## src/rtl/ov7670_pkg.sv

```systemverilog
// Shared types and constants for the OV7670 window capture engine.
package ov7670_pkg;

  typedef enum logic [2:0] {
    ST_IDLE,
    ST_ARM,
    ST_SYNC,
    ST_ACTIVE,
    ST_DONE
  } cap_state_t;

  localparam int VGA_W  = 640;
  localparam int VGA_H  = 480;
  localparam int QVGA_W = 320;
  localparam int QVGA_H = 240;
  localparam int QCIF_W = 176;
  localparam int QCIF_H = 144;

  // Width of pixel/line counters; covers sensors up to 4095 pixels per axis.
  localparam int CNT_W = 12;

  function automatic int win_pix_count(input int w, input int h, input int decim_log2);
    return (w * h) >> (2 * decim_log2);
  endfunction

endpackage

```

## src/rtl/ov7670_byte_pair.sv

```systemverilog
// Pairs sensor bytes into 16-bit pixels; counts pixels per line and flags
// malformed line endings (odd byte pending, wrong pixel count).
module ov7670_byte_pair
  import ov7670_pkg::*;
#(
  parameter int SENSOR_W = 640
) (
  input  logic             pclk_24,
  input  logic             reset_n,
  input  logic             href,
  input  logic [7:0]       d,
  output logic             pixel_valid,
  output logic [15:0]      pixel,
  output logic [CNT_W-1:0] px_x,
  output logic             line_end,
  output logic             odd_err,
  output logic             len_err
);

  logic             href_q;
  logic             tog;
  logic [7:0]       hi;
  logic [CNT_W-1:0] cnt;
  logic             rise;

  assign rise     = href & ~href_q;
  assign line_end = ~href & href_q;
  assign odd_err  = line_end & tog;
  assign len_err  = line_end & (cnt != CNT_W'(SENSOR_W));

  always_ff @(posedge pclk_24 or negedge reset_n) begin
    if (!reset_n) begin
      href_q      <= 1'b0;
      tog         <= 1'b0;
      hi          <= '0;
      cnt         <= '0;
      pixel_valid <= 1'b0;
      pixel       <= '0;
      px_x        <= '0;
    end else begin
      href_q      <= href;
      pixel_valid <= 1'b0;
      if (href) begin
        // href rise always starts a fresh pair, discarding any stale half-pixel
        if (rise || !tog) begin
          hi  <= d;
          tog <= 1'b1;
          if (rise) cnt <= '0;
        end else begin
          pixel       <= {hi, d};
          pixel_valid <= 1'b1;
          px_x        <= cnt;
          cnt         <= cnt + 1'b1;
          tog         <= 1'b0;
        end
      end
    end
  end

endmodule

```

## src/rtl/ov7670_window_capture.sv

```systemverilog
// OV7670 capture: crop + decimate into a linear framebuffer, single-shot or
// continuous. Define OV7670_FRAME_STATS_EN to add frame_cnt/last_lines outputs.
module ov7670_window_capture
  import ov7670_pkg::*;
#(
  parameter int SENSOR_W   = 640,
  parameter int SENSOR_H   = 480,
  parameter int WIN_X0     = 0,
  parameter int WIN_Y0     = 0,
  parameter int WIN_W      = 640,
  parameter int WIN_H      = 480,
  parameter int DECIM_LOG2 = 2,
  parameter int ADDR_W     = 15
) (
  input  logic              pclk_24,
  input  logic              reset_n,
  input  logic              start,
  input  logic              continuous,
  input  logic              stop,
  input  logic              vsync,
  input  logic              href,
  input  logic [7:0]        d,
  output logic              wr_en,
  output logic [ADDR_W-1:0] wr_addr,
  output logic [15:0]       wr_data,
  output logic              busy,
  output logic              frame_done,
  output logic              err
`ifdef OV7670_FRAME_STATS_EN
  ,
  output logic [15:0]       frame_cnt,
  output logic [9:0]        last_lines
`endif
);

  localparam int               NPIX  = win_pix_count(WIN_W, WIN_H, DECIM_LOG2);
  localparam logic [CNT_W-1:0] DMASK = CNT_W'((1 << DECIM_LOG2) - 1);

  cap_state_t       state, nstate;
  logic             vsync_q, cont_q, stop_pend;
  logic [CNT_W-1:0] ln_y, dx, dy;
  logic [ADDR_W:0]  wr_cnt;
  logic             vs_rise, vs_fall, in_win, room;

  logic             pixel_valid, line_end, odd_err, len_err;
  logic [15:0]      pixel;
  logic [CNT_W-1:0] px_x;

  ov7670_byte_pair #(.SENSOR_W(SENSOR_W)) u_pair (
    .pclk_24    (pclk_24),
    .reset_n    (reset_n),
    .href       (href),
    .d          (d),
    .pixel_valid(pixel_valid),
    .pixel      (pixel),
    .px_x       (px_x),
    .line_end   (line_end),
    .odd_err    (odd_err),
    .len_err    (len_err)
  );

  assign vs_rise = vsync & ~vsync_q;
  assign vs_fall = ~vsync & vsync_q;
  assign dx      = px_x - CNT_W'(WIN_X0);
  assign dy      = ln_y - CNT_W'(WIN_Y0);
  assign in_win  = pixel_valid && (state == ST_ACTIVE)
                && (px_x >= CNT_W'(WIN_X0)) && (px_x < CNT_W'(WIN_X0 + WIN_W))
                && (ln_y >= CNT_W'(WIN_Y0)) && (ln_y < CNT_W'(WIN_Y0 + WIN_H))
                && ((dx & DMASK) == '0) && ((dy & DMASK) == '0);
  assign room    = wr_cnt < (ADDR_W+1)'(NPIX);

  assign wr_en      = in_win & room;
  assign wr_addr    = wr_en ? wr_cnt[ADDR_W-1:0] : '0;
  assign wr_data    = wr_en ? pixel : '0;
  assign busy       = (state != ST_IDLE);
  assign frame_done = (state == ST_DONE);

  always_comb begin
    nstate = state;
    case (state)
      ST_IDLE:   if (start) nstate = ST_ARM;
      ST_ARM:    if (stop || stop_pend) nstate = ST_IDLE;
                 else if (vs_rise) nstate = ST_SYNC;
      ST_SYNC:   if (vs_fall) nstate = ST_ACTIVE;
      ST_ACTIVE: if (vs_rise) nstate = ST_DONE;
      ST_DONE:   nstate = (cont_q && !stop_pend && !stop) ? ST_SYNC : ST_IDLE;
      default:   nstate = ST_IDLE;
    endcase
  end

  always_ff @(posedge pclk_24 or negedge reset_n) begin
    if (!reset_n) begin
      state     <= ST_IDLE;
      vsync_q   <= 1'b0;
      cont_q    <= 1'b0;
      stop_pend <= 1'b0;
      ln_y      <= '0;
      wr_cnt    <= '0;
      err       <= 1'b0;
    end else begin
      state   <= nstate;
      vsync_q <= vsync;
      if (state == ST_IDLE && start) begin
        cont_q    <= continuous;
        stop_pend <= 1'b0;
      end else if (busy && stop) begin
        stop_pend <= 1'b1;
      end
      if (vs_fall) ln_y <= '0;
      else if (line_end) ln_y <= ln_y + 1'b1;
      if (state == ST_SYNC && vs_fall) wr_cnt <= '0;
      else if (wr_en) wr_cnt <= wr_cnt + 1'b1;
      // overflowing writes are dropped but still mark the frame as bad
      if (state == ST_IDLE && start)
        err <= 1'b0;
      else if (state == ST_ACTIVE &&
               (odd_err || len_err || (vs_rise && href) || (in_win && !room)))
        err <= 1'b1;
      else if (state == ST_DONE && wr_cnt != (ADDR_W+1)'(NPIX))
        err <= 1'b1;
    end
  end

`ifdef OV7670_FRAME_STATS_EN
  always_ff @(posedge pclk_24 or negedge reset_n) begin
    if (!reset_n) begin
      frame_cnt  <= '0;
      last_lines <= '0;
    end else begin
      if (state == ST_DONE) frame_cnt <= frame_cnt + 1'b1;
      if (vs_rise) last_lines <= ln_y[9:0];
    end
  end
`endif

endmodule

```

## config.mk

```make
export PLATFORM = sky130hd
export DESIGN_NAME = ov7670_window_capture
export DESIGN_NICKNAME = d
export VERILOG_FILES = /design/src/rtl/ov7670_pkg.sv /design/src/rtl/ov7670_byte_pair.sv /design/src/rtl/ov7670_window_capture.sv
export SDC_FILE = /design/constraint.sdc
export NUM_CORES = 1
export LEC_CHECK = 0
export ABC_AREA = 1
export CELL_PAD_IN_SITES_DETAIL_PLACEMENT = 0
export CELL_PAD_IN_SITES_GLOBAL_PLACEMENT = 1
export CORE_MARGIN = 2
export CORE_UTILIZATION = 44
export DETAILED_ROUTE_END_ITERATION = 12
export GPL_ROUTABILITY_DRIVEN = 0
export HOLD_SLACK_MARGIN = 0.08
export PLACE_DENSITY_LB_ADDON = 0.05
export SLEW_MARGIN = 20
export SYNTH_ARGS = -nofsm -noshare
export SYNTH_HDL_FRONTEND = slang
export SYNTH_SLANG_ARGS = --single-unit
```

## constraint.sdc

```tcl
create_clock -name pclk_24 -period 4.4 [get_ports pclk_24]
set_clock_uncertainty 0.15 [all_clocks]
set_input_delay 0.88 -clock pclk_24 [delete_from_list [all_inputs] [get_ports pclk_24]]
set_output_delay 0.88 -clock pclk_24 [all_outputs]
set_load 0.02 [all_outputs]
```

==> results.json <==
{
  "dieArea_um2": 10300,
  "boundaryPins": 50,
  "num-nets-final": 627,
  "cts_buffers": 9,
  "ys_seq_elements": 81,
  "grt_max_degree": 59,
  "combPwrFrac": 0.191,
  "final_area_um2": 4940,
  "power_density_nw_per_um2": 368,
  "worst_ep_required_time_ns": 3.37,
  "p_switching_mw": 0.571,
  "cp.arrival_ns": 2.69,
  "clk_pin_slew_ns": 0.10,
  "path_class": "reg -> out",
  "antenna_found_initial": 0,
  "fin_crit_sh": 0.846,
  "cts-root-buf": "clkbuf_8",
  "place.detailed.hpwl_mm": 6.51,
  "route.detailed.drc": 0,
  "cts_setup_buffers": 0,
  "cts_sinks": 81,
  "die_w_um": 101,
  "cts_tree": "yes",
  "ctsResizeCount": 0,
  "register_area_um2": 2030,
  "tns_ns": 0,
  "end_kind": "output pin",
  "fmax_mhz": 269,
  "hold_path_class": "reg -> reg",
  "final_common_cell": "nand2_1",
  "start_kind": "register",
  "status": "completed",
  "rsz0062_at_grt": "no",
  "dpl_cell_area_um2": 4740,
  "synthCells": 556,
  "routed_wl_mm": 8.95,
  "tightest_slew_ns": 0.993,
  "critPathSlowestCell": "clkdlybuf4s50_1",
  "min_period_ns": 3.72,
  "slowest_delay_ns": 0.63,
  "synth.top_cell.area_share": 0.487,
  "syn_nets": 577,
  "drv_slew": 0,
  "dp_worst_setup_slack_ns": 1.06,
  "hold_buffers": 0,
  "leakagePower_nw": 2.38,
  "viasPerCell": 4.84,
  "internal_power_mw": 1.25,
  "rows": 35,
  "cap_violations": 0,
  "cpLargestDelayFamily": "simple AND/OR/NAND/NOR gates",
  "cts_buffer_depth": 2,
  "wl_per_cell_um": 12.4,
  "via_count": 3495,
  "syn-cell-area_um2": 4160,
  "crit_fanout": 33,
  "synthToLayoutAreaGrowth_pct": 18.7,
  "synth_top_cell_by_area": "dfrtp_1",
  "start_util": 0.453,
  "fillers": 906,
  "critPathMostFrequentCell": "nor2_1",
  "ys_types": 32,
  "grt_util_all_layers": 0.189,
  "die_h_um": 101,
  "ys_warn_count": 0,
  "antenna-diode-count": 0,
  "synthTopCellsByArea": "dfrtp_1 (49%), nand2_1 (9.5%), nor2_1 (9.2%)",
  "design.core.area_um2": 9200,
  "switching_share": 0.314,
  "ys_seq_area_frac": 0.487,
  "crit_chain": "nor2_1 > o21ai_0 > a21oi_2 > nand2_4 > nor2_1 > clkdlybuf4s50_1",
  "dr.pass1.iters": 4,
  "grt_pass1_vias": 3333,
  "grt_pass1_wl_mm": 15.5,
  "setup_violations": 0,
  "irDropWorstVdd_uv": 200,
  "final_cell_mix": "nand2_1 (105), nor2_1 (102), inv_1 (100)",
  "drtAntennaViolNets": 0,
  "power.share.clock": 0.314,
  "io_buffers": 49,
  "worst_slack_ns": 0.680,
  "avgSynthCellArea_um2": 7.49,
  "crit_buf_inv": 1,
  "relSlewSlack": 0.333,
  "multi_input_area_um2": 1680,
  "clkLatencyLatePin_ns": 0.36,
  "hold_viol_final": 0,
  "drt_iter0_drc": 110,
  "p_seq_frac": 0.495,
  "cts_max_level": 3,
  "gr-total-overflow": 0,
  "drive_gt1_frac": 0.0589,
  "final_core_util": 0.537
}
tightest hold or removal path: stages, from the launching register on:
cell,delay [ns]
dfrtp_1,0.35
nand2_1,0.05
o21ai_0,0.06
per-stage QoR:
step           std cells  hold WS, ns  power (mW)
2_1_floorplan        556        0.297        1.16
3_3_place_gp         706        0.318        1.26
3_5_place_dp         706        0.325        1.27
4_1_cts              722        0.347        1.84
5_1_grt              722        0.363        1.93
6_report             722        0.340        1.82
final cells by class:
| type | instances | area share |
|---|---|---|
| Clock buffer | 10 | 0.0279 |
| Clock inverter | 6 | 0.0137 |
| Inverter | 104 | 0.0790 |
| Multi-Input combinational cell | 359 | 0.339 |
| Sequential cell | 81 | 0.410 |
| Tap cell | 111 | 0.0281 |
| Timing Repair Buffer | 51 | 0.102 |
final timing paths:
kind	startpoint	end	slack (ns)	cells past startpoint
min in group asynchronous	reset_n	ln_y[5]	0.43	1
max reg2reg	wr_cnt[12]	wr_cnt[2]	2.30	7
min reg2reg	u_pair.px_x[8]	u_pair.px_x[8]	0.34	2
min	u_pair.px_x[8]	u_pair.px_x[8]	0.34	2
max	wr_cnt[12]	wr_addr[0]	0.68	6
max in group asynchronous	reset_n	u_pair.pixel[15]	2.83	2
routing by layer:
layer | share of wire | wire length [µm] | global-route usage | vias up
li1 | - | - | - | 1823
met1 | 0.50 | 4450 | 0.260 | 1607
met2 | 0.46 | 4100 | 0.308 | 57
met3 | 0.034 | 301 | 0.0407 | 8
met4 | 0.011 | 95 | 0.0457 | 0
met5 | 0 | 0 | 0 | -
cells in the mapped netlist:
master    number
o21ai_0       54
nor3b_2        1
o21a_1         2
buf_6          2
nor3b_1        1
nor2_1       102
a211oi_1       2
nor4_1         1
nor3_1        11
o21ai_1        7
nor2_4         1
nand2_4        1
nand4_1        6
inv_2          4
nand3_1       28
nor2_8         1
a21oi_1       16
buf_4          1
a21oi_2        2
nand2_1      105
nand2_2        1
clkbuf_1       4
mux2_2         1
inv_1        100
xor2_1         1
nand3_2        2
ha_1           6
or2_2          1
nor2_2         2
a31oi_1        4
dfrtp_1       81
buf_2          5
power by group through the flow:
stage	clock (mW)	sequential [mW]	combinational [mW]
after detailed placement	0	0.917	0.351
after global placement	0	0.914	0.345
after floorplan	0	0.905	0.252
after global routing	0.614	0.914	0.402
final	0.570	0.900	0.347
after CTS	0.580	0.902	0.353
state kept, by name, summed over array words and instances (netlist names), 3 cells and up:
| signal | cells |
|---|---|
| u_pair.px_x | 7 |
| state | 3 |
| ln_y | 12 |
| wr_cnt | 16 |
| u_pair.pixel | 16 |
| u_pair.hi | 8 |
| u_pair.cnt | 12 |
cell families after synthesis:
logic type                 share of synthesized area
and+or+nand+nor                                0.270
buffers and inverters                          0.111
AOI/OAI and AO/OA                              0.110
DFF                                            0.487
adders and majority gates                     0.0180
xor gates and xnor gates                     0.00210
muxes                                        0.00270
Power figures use the tool's default switching activity.
